File: src/rtl/lsu2apb_pkg.sv
// Shared types and constants for the LSU-to-APB bridge.
package lsu2apb_pkg;

  // Bridge control states; the encoding is also exported on the debug port.
  typedef enum logic [1:0] {
    IDLE   = 2'd0,
    SETUP  = 2'd1,
    ACCESS = 2'd2,
    RESP   = 2'd3
  } state_e;

  // Only full-word writes are forwarded to APB.
  localparam logic [3:0] BE_FULL = 4'b1111;

endpackage

File: src/rtl/apb_bus.sv
// APB3 bus bundle with initiator and target views.
interface APB_BUS #(
  parameter int unsigned ADDR_WIDTH = 32,
  parameter int unsigned DATA_WIDTH = 32
);
  logic [ADDR_WIDTH-1:0] paddr;
  logic [DATA_WIDTH-1:0] pwdata;
  logic                  pwrite;
  logic                  psel;
  logic                  penable;
  logic [DATA_WIDTH-1:0] prdata;
  logic                  pready;
  logic                  pslverr;

  modport Master (
    output paddr, pwdata, pwrite, psel, penable,
    input  prdata, pready, pslverr
  );

  modport Slave (
    input  paddr, pwdata, pwrite, psel, penable,
    output prdata, pready, pslverr
  );
endinterface

File: src/rtl/lsu2apb_master.sv
// Bridges a core load/store request port onto an APB3 initiator.
//
// Core handshake: a request is accepted (granted) in any cycle where both
// req_i and gnt_o are high; the request inputs are sampled only in that
// cycle. Each granted request produces exactly one rvalid_o pulse later,
// with rdata_o/err_o valid only while rvalid_o is high. gnt_o can only be
// high while the bridge is IDLE or presenting a response, so at most one
// request is outstanding.
module lsu2apb_master
  import lsu2apb_pkg::*;
#(
  parameter int unsigned APB_ADDR_WIDTH = 32,
  parameter int unsigned APB_DATA_WIDTH = 32,
  parameter int unsigned TIMEOUT_CYCLES = 255
) (
  input  logic                      clk_i,
  input  logic                      rst_ni,
  input  logic                      req_i,
  output logic                      gnt_o,
  input  logic                      we_i,
  input  logic [3:0]                be_i,
  input  logic [APB_ADDR_WIDTH-1:0] addr_i,
  input  logic [APB_DATA_WIDTH-1:0] wdata_i,
  output logic                      rvalid_o,
  output logic [APB_DATA_WIDTH-1:0] rdata_o,
  output logic                      err_o,
  output logic [1:0]                state_dbg_o,
  APB_BUS.Master                    apb_master
);

  localparam int unsigned CNT_W = $clog2(TIMEOUT_CYCLES + 1);
  localparam logic [CNT_W-1:0] CNT_MAX = CNT_W'(TIMEOUT_CYCLES - 1);

  state_e                    state_q, state_d;
  logic [CNT_W-1:0]          cnt_q, cnt_d;
  logic                      psel_q, psel_d;
  logic                      penable_q, penable_d;
  logic                      pwrite_q, pwrite_d;
  logic [APB_ADDR_WIDTH-1:0] paddr_q, paddr_d;
  logic [APB_DATA_WIDTH-1:0] pwdata_q, pwdata_d;
  logic                      rvalid_q, rvalid_d;
  logic [APB_DATA_WIDTH-1:0] rdata_q, rdata_d;
  logic                      err_q, err_d;
  logic                      gnt_c;

  // The low address bits are dropped: APB accesses are always word aligned.
  logic unused_addr_lsbs;
  assign unused_addr_lsbs = ^addr_i[1:0];

  // Next-state, grant and latched transfer/response values.
  always_comb begin
    state_d  = state_q;
    cnt_d    = cnt_q;
    pwrite_d = pwrite_q;
    paddr_d  = paddr_q;
    pwdata_d = pwdata_q;
    rdata_d  = rdata_q;
    err_d    = err_q;
    gnt_c    = 1'b0;

    case (state_q)
      IDLE, RESP: begin
        gnt_c   = req_i;
        state_d = IDLE;
        if (req_i) begin
          pwrite_d = we_i;
          pwdata_d = wdata_i;
          paddr_d  = {addr_i[APB_ADDR_WIDTH-1:2], 2'b00};
          if (we_i && (be_i != BE_FULL)) begin
            // Sub-word writes cannot be expressed on APB3: reject locally.
            state_d = RESP;
            rdata_d = '0;
            err_d   = 1'b1;
          end else begin
            state_d = SETUP;
          end
        end
      end
      SETUP: begin
        state_d = ACCESS;
        cnt_d   = '0;
      end
      ACCESS: begin
        // pready is checked first so a completion on the last allowed
        // cycle is reported normally rather than as a timeout.
        if (apb_master.pready) begin
          state_d = RESP;
          rdata_d = pwrite_q ? '0 : apb_master.prdata;
          err_d   = apb_master.pslverr;
        end else if (cnt_q == CNT_MAX) begin
          state_d = RESP;
          rdata_d = '0;
          err_d   = 1'b1;
        end else begin
          cnt_d = cnt_q + CNT_W'(1);
        end
      end
      default: state_d = IDLE;
    endcase

    psel_d    = (state_d == SETUP) || (state_d == ACCESS);
    penable_d = (state_d == ACCESS);
    rvalid_d  = (state_d == RESP);
  end

  // State and registered outputs, cleared by the synchronous reset.
  always_ff @(posedge clk_i) begin
    if (!rst_ni) begin
      state_q   <= IDLE;
      cnt_q     <= '0;
      psel_q    <= 1'b0;
      penable_q <= 1'b0;
      pwrite_q  <= 1'b0;
      paddr_q   <= '0;
      pwdata_q  <= '0;
      rvalid_q  <= 1'b0;
      rdata_q   <= '0;
      err_q     <= 1'b0;
    end else begin
      state_q   <= state_d;
      cnt_q     <= cnt_d;
      psel_q    <= psel_d;
      penable_q <= penable_d;
      pwrite_q  <= pwrite_d;
      paddr_q   <= paddr_d;
      pwdata_q  <= pwdata_d;
      rvalid_q  <= rvalid_d;
      rdata_q   <= rdata_d;
      err_q     <= err_d;
    end
  end

  assign gnt_o              = gnt_c & rst_ni;
  assign rvalid_o           = rvalid_q;
  assign rdata_o            = rdata_q;
  assign err_o              = err_q;
  assign state_dbg_o        = state_q;
  assign apb_master.psel    = psel_q;
  assign apb_master.penable = penable_q;
  assign apb_master.pwrite  = pwrite_q;
  assign apb_master.paddr   = paddr_q;
  assign apb_master.pwdata  = pwdata_q;

endmodule

File: src/flat_wrapper.sv
// flat-port wrapper written by rule: the top's interface ports become plain ports
module lsu2apb_master_flat import lsu2apb_pkg::*;
#(
  parameter int unsigned APB_ADDR_WIDTH = 32,
  parameter int unsigned APB_DATA_WIDTH = 32,
  parameter int unsigned TIMEOUT_CYCLES = 255
)
  (clk_i, rst_ni, req_i, gnt_o, we_i, be_i, addr_i, wdata_i, rvalid_o, rdata_o, err_o, state_dbg_o, apb_master_paddr, apb_master_pwdata, apb_master_pwrite, apb_master_psel, apb_master_penable, apb_master_prdata, apb_master_pready, apb_master_pslverr);
  APB_BUS #(.ADDR_WIDTH(32), .DATA_WIDTH(32)) apb_master_i ();
  input  logic clk_i;
  input  logic rst_ni;
  input  logic req_i;
  output logic gnt_o;
  input  logic we_i;
  input  logic [3:0] be_i;
  input  logic [APB_ADDR_WIDTH-1:0] addr_i;
  input  logic [APB_DATA_WIDTH-1:0] wdata_i;
  output logic rvalid_o;
  output logic [APB_DATA_WIDTH-1:0] rdata_o;
  output logic err_o;
  output logic [1:0] state_dbg_o;
  output wire logic [$bits(apb_master_i.paddr)-1:0] apb_master_paddr;
  output wire logic [$bits(apb_master_i.pwdata)-1:0] apb_master_pwdata;
  output wire logic [$bits(apb_master_i.pwrite)-1:0] apb_master_pwrite;
  output wire logic [$bits(apb_master_i.psel)-1:0] apb_master_psel;
  output wire logic [$bits(apb_master_i.penable)-1:0] apb_master_penable;
  input wire logic [$bits(apb_master_i.prdata)-1:0] apb_master_prdata;
  input wire logic [$bits(apb_master_i.pready)-1:0] apb_master_pready;
  input wire logic [$bits(apb_master_i.pslverr)-1:0] apb_master_pslverr;
  assign apb_master_paddr = apb_master_i.paddr;
  assign apb_master_pwdata = apb_master_i.pwdata;
  assign apb_master_pwrite = apb_master_i.pwrite;
  assign apb_master_psel = apb_master_i.psel;
  assign apb_master_penable = apb_master_i.penable;
  assign apb_master_i.prdata = apb_master_prdata;
  assign apb_master_i.pready = apb_master_pready;
  assign apb_master_i.pslverr = apb_master_pslverr;
  lsu2apb_master #(.APB_ADDR_WIDTH(APB_ADDR_WIDTH), .APB_DATA_WIDTH(APB_DATA_WIDTH), .TIMEOUT_CYCLES(TIMEOUT_CYCLES)) u_core (.clk_i(clk_i), .rst_ni(rst_ni), .req_i(req_i), .gnt_o(gnt_o), .we_i(we_i), .be_i(be_i), .addr_i(addr_i), .wdata_i(wdata_i), .rvalid_o(rvalid_o), .rdata_o(rdata_o), .err_o(err_o), .state_dbg_o(state_dbg_o), .apb_master(apb_master_i));
endmodule
File: config.mk
export PLATFORM = sky130hd
export DESIGN_NAME = lsu2apb_master_flat
export DESIGN_NICKNAME = d
export VERILOG_FILES = /design/src/rtl/lsu2apb_pkg.sv /design/src/rtl/apb_bus.sv /design/src/rtl/lsu2apb_master.sv /design/src/flat_wrapper.sv
export SDC_FILE = /design/constraint.sdc
export NUM_CORES = 1
export LEC_CHECK = 0
export BUFFER_PORTS_ARGS = -buffer_cell sky130_fd_sc_hd__buf_2
export CORE_UTILIZATION = 45
export DETAILED_ROUTE_END_ITERATION = 10
export HOLD_SLACK_MARGIN = 0.08
export PLACE_DENSITY_LB_ADDON = 0.05
export SYNTH_ARGS = -nofsm -noshare
export SYNTH_HDL_FRONTEND = slang
export SYNTH_SLANG_ARGS = --single-unit
File: constraint.sdc
create_clock -name clk_i -period 1.95 [get_ports clk_i]
set_input_delay 0.195 -clock clk_i [delete_from_list [all_inputs] [get_ports clk_i]]
set_output_delay 0.195 -clock clk_i [all_outputs]
set_load 0.05 [all_outputs]
Word-level counts from Yosys, hierarchy flattened. Index checks and enable logic that the tools add are counted.

Bits in latches: 0. Word-level logic and storage cells: 54. Output and inout bits: 104. Register bits: 109. Bits in writable memories: 0. Memories kept: 0. ROM bits: 0.

Shifts and indexed selects: 0. Bitwise logic cells: 1. Div/mod/pow operators: 0. Multipliers: 0. Multiplexer cells: 20. Order comparisons: 0. Reductions and logical operators: 9. $add $sub $neg: 1. Eq/ne operators: 13.

Operator list (count): $mux 32 (5); $pmux 32 s2 (1); $mux 8 (2); $pmux 8 s2 (1); $add 8x1->8 const B (1); $eq 2x2->1 const B (4); $eq 8x8->1 const B (1); $mux 2 (4); $ne 2x2->1 const B (3); $pmux 2 s3 (1); $mux 1 (5); $eq 2x1->1 const B (2); $ne 4x4->1 const B (1); $reduce_and 4->1 (1); $reduce_bool 2->1 (2); $ne 3x2->1 const B (1); $reduce_and 3->1 (1); $logic_not 2->1 (1); $ne 2x1->1 const B (1); $pmux 1 s2 (1); $reduce_and 2->1 (1); $reduce_or 2->1 (1); $and 1x1->1 (1); $logic_and 1x1->1 (1); $logic_or 1x1->1 (1).

Logic depth before layout (Yosys ltp).
Depth after elaboration: 7. Gate-level depth with buffers: 8.

Worst setup path after synthesis. OpenSTA, ideal clock, no wires.

Kind: register to output. Start point: reg u_core.state_q[0], in the netlist u_core.state_dbg_o[0]. End point: out gnt_o. Required time: 1755 ps. Arrival: 2179 ps. Stages on the path, launching flop included: 6. Path buffers: 1. Slack: -424 ps. Path through: dfxtp_1 -> inv_1 -> ha_1 -> nand2_1 -> clkbuf_1 -> nor2_1.

Longest elaborated chain between the ends: 4. Elaborated cells between the ends (all ways): 5. Classes of those cells: 1 x eq/ne; 1 x mux; 1 x bitwise; 2 x reduce/logical.

Ends and longest elaborated chain: start, declared (RTL line lsu2apb_master.sv:34) `state_e state_q, state_d;`; start signal, assigned (RTL line lsu2apb_master.sv:120) `state_q <= state_d;`; $eq 2x2->1 or $logic_not 2->1 (tied branches) (RTL line lsu2apb_master.sv:61) `case (state_q)`; $reduce_or 2->1 (*) (RTL line lsu2apb_master.sv:61); $mux 1 (*) (RTL line lsu2apb_master.sv:61); $and 1x1->1 (*) (RTL line lsu2apb_master.sv:133) `assign gnt_o = gnt_c & rst_ni;`; end, declared (RTL line flat_wrapper.sv:13) `output logic gnt_o;`.

Every way passes the cells marked *; elsewhere a longest branch is shown, timed or not.

Worst setup path after layout. Same ends and word-level chain as after synthesis.

==> results.sh <==
export IMPL_diodes=0
export IMPL_grt_max_degree=64
export IMPL_synth_edf_count=0
export IMPL_grt_pass1_vias=4189
export IMPL_post_route_drc_count=11
export IMPL_setup_viol=0
export IMPL_vdd_drop_max_uv=444.4
export IMPL_htree_levels=3
export IMPL_vias=4353
export IMPL_hold_violations=0
export IMPL_port_buffers=205
export IMPL_grt_pass1_wl_um=19450
export IMPL_fin_area_mm2=0.006475
export IMPL_initial_utilization=0.4733
export IMPL_place_inst=790
export IMPL_ys_seq_area_frac=0.5211
export IMPL_period_needed_ps=1836
export IMPL_grtUsageMet3=0.05461
export IMPL_synthTopCellsByArea="dfxtp_1, nand2_1, a21oi_1"
export IMPL_grt_overflow=0
export IMPL_fin_util=0.7318
export IMPL_synth_top_family_by_area="simple AND/OR/NAND/NOR gates"
export IMPL_coreArea_mm2=0.008848
export IMPL_nNetsFinal=898
export IMPL_drt_wirelength_per_cell_um=13.43
export IMPL_synth_mux_area_frac=0.07649
export IMPL_p_per_area_mw_per_mm2=863.0
export IMPL_leakagePower_nw=3.083
export IMPL_syn2layout_area_growth_pct=54.62
export IMPL_synth_simple_area_share=0.2181
export IMPL_hpwl_um=7415
export IMPL_path_class="reg -> out"
export IMPL_die_w_um=98.47
export IMPL_ant_nets=0
export IMPL_yosysWarnings=0
export IMPL_status="finished, violations left"
export IMPL_synth_xor_area_frac=0
export IMPL_cts_sinks=109
export IMPL_cap_violations=0
export IMPL_cts_setup_buffers=0
export IMPL_syn_avg_cell_area_um2=8.409
export IMPL_clock_skew_ps=15.52
export IMPL_top_usage_layer="met2"
export IMPL_synth_fa_ha_area_frac=0.01793
export IMPL_clk_path_buf_depth=2
export IMPL_antenna_found_initial=0
export IMPL_die_y_um=98.47
export IMPL_dr_pass1_iters=8
export IMPL_clockRootBuffer="clkbuf_8"
export IMPL_cts_tree="built"
export IMPL_worst_ep_required_time_ps=1750
export IMPL_cp_max_fo=11
export IMPL_drive_gt1_frac=0.3135
export IMPL_final_common_cell="buf_2"
export IMPL_fill_cells=683
export IMPL_fmaxAchievable_ghz=0.5446
export IMPL_synth_compound_area_frac=0.1201
export IMPL_critPathCaptureType="output pin"
export IMPL_use_met2=0.4567
export IMPL_clock_latency_ps=360
export IMPL_start_kind="flip-flop"
export IMPL_arrival_ps=1640
export IMPL_yosysUniqueCellTypes=39
export IMPL_grt_use_met1=0.2786
export IMPL_synth_cells=498
export IMPL_maxSlewViolCount=0
export IMPL_synthesis_area_mm2=0.004188
export IMPL_synth_seq_cells=109
export IMPL_layout_common_cells="buf_2, nand2_1, dfxtp_1"
export IMPL_place_gp_congestion=0.7839
export IMPL_finalWirelength_um=12070
export IMPL_placed_area_mm2=0.005336
export IMPL_grt_usage=0.2474
export IMPL_min_path_type="in -> reg"
export IMPL_finalNonFillerCells=899
export IMPL_rows=34
export IMPL_worst_slack_ps=113.9
export IMPL_synth_largest_area_cell="dfxtp_1"
export IMPL_failed_checks="DRC"
export IMPL_rsz0062_at_grt="false"
export IMPL_die_area_mm2=0.009696
export IMPL_ys_flop_type="dfxtp_1"
export IMPL_synthArstFlopShare=0
export IMPL_cts_reportedPaths_clkPinSlew_ps=90
export IMPL_synth_top_area_share=0.5211
export IMPL_cts_buffers=9
export IMPL_multi_input_area_mm2=0.001844
export IMPL_seqCellArea_mm2=0.002185
export IMPL_final_setup_tns_ps=0
export IMPL_dp_slack_ps=139.6
export IMPL_drt_vias_per_instance=4.842
export IMPL_final_period_utilization=0.9416
export IMPL_drtIter0Drc=131
export IMPL_boundaryPins=210
[critical path, cell delays in order, from the launching register on]
cell and delay, ps:
dfxtp_2 360, inv_1 50, ha_2 380, nand2_4 140, nor2_4 120, clkbuf_4 240
[report_power, final]
group / switching [mW] / internal, mW
sequential: 0.0793 / 2.39
combinational: 1.16 / 0.590
clock: 0.765 / 0.607
[cell type report]
type,count,share of cell area
Clock inverter,6,0.01082
Sequential cell,109,0.3374
Clock buffer,10,0.01971
Tap cell,108,0.02087
Timing Repair Buffer,309,0.3212
Multi-Input combinational cell,348,0.2848
Inverter,9,0.005217
[routing by layer]
| layer | share of wire | up-vias |
|---|---|---|
| met2 | 0.51 | 139 |
| met4 | 0.025 | 0 |
| met3 | 0.053 | 26 |
| met1 | 0.41 | 1994 |
| met5 | 0 | - |
| li1 | - | 2194 |
[state kept, by name, indices dropped and copies added (netlist names)]
register                   cells
u_core.apb_master.paddr       30
u_core.apb_master.penable      1
u_core.apb_master.psel         1
u_core.apb_master.pwdata      32
u_core.apb_master.pwrite       1
u_core.cnt_q                   8
u_core.err_o                   1
u_core.rdata_o                32
u_core.rvalid_o                1
u_core.state_dbg_o             2
[path summary, 6_finish.rpt]
check / to / startpoint / cells past startpoint / slack (ps)
max: gnt_o / u_core.state_dbg_o[0]$_SDFF_PN0_ / 5 / 110
min: u_core.rdata_o[26]$_SDFFE_PN0P_ / apb_master_prdata[26] / 3 / 90
min reg2reg: u_core.apb_master.paddr[9]$_SDFFE_PN0P_ / u_core.apb_master.paddr[9]$_SDFFE_PN0P_ / 2 / 460
max reg2reg: u_core.rdata_o[10]$_SDFFE_PN0P_ / u_core.state_dbg_o[0]$_SDFF_PN0_ / 7 / 130
[cell families (layout without fill, tap and decap cells)]
| family | after synthesis | in the layout |
|---|---|---|
| AND/OR/NAND/NOR | 223 | 223 |
| AO/OA/AOI/OAI | 85 | 85 |
| buffers and inverters | 42 | 334 |
| multiplexers | 32 | 32 |
| adder cells (fa/ha/maj) | 6 | 6 |
| other | 1 | 2 |
| flip-flops | 109 | 109 |
[Yosys cell counts, drive strengths merged (6+ instances only)]
master  count
a21oi      69
buf        13
clkbuf     20
dfxtp     109
ha          6
inv         8
mux2i      32
nand2     195
nor2        7
[what timing repair did]
action | CTS | global route
endpoints found under the setup margin | 1 | 3
hold endpoints to repair | 93 | 0
hold buffers | 93 | 0
pin swaps | 0 | 0
gates resized for setup | 1 | 2
[per-stage QoR]
| stage | total power, mW | hold slack [ps] |
|---|---|---|
| 6_report | 5.588 | 93.84 |
| 5_1_grt | 5.850 | 101.2 |
| 4_1_cts | 5.629 | 84.72 |
| 3_5_place_dp | 4.103 | 440.7 |
| 3_3_place_gp | 4.084 | 435.0 |
| 2_1_floorplan | 3.690 | 331.0 |
(Power assumes the default switching activity.)
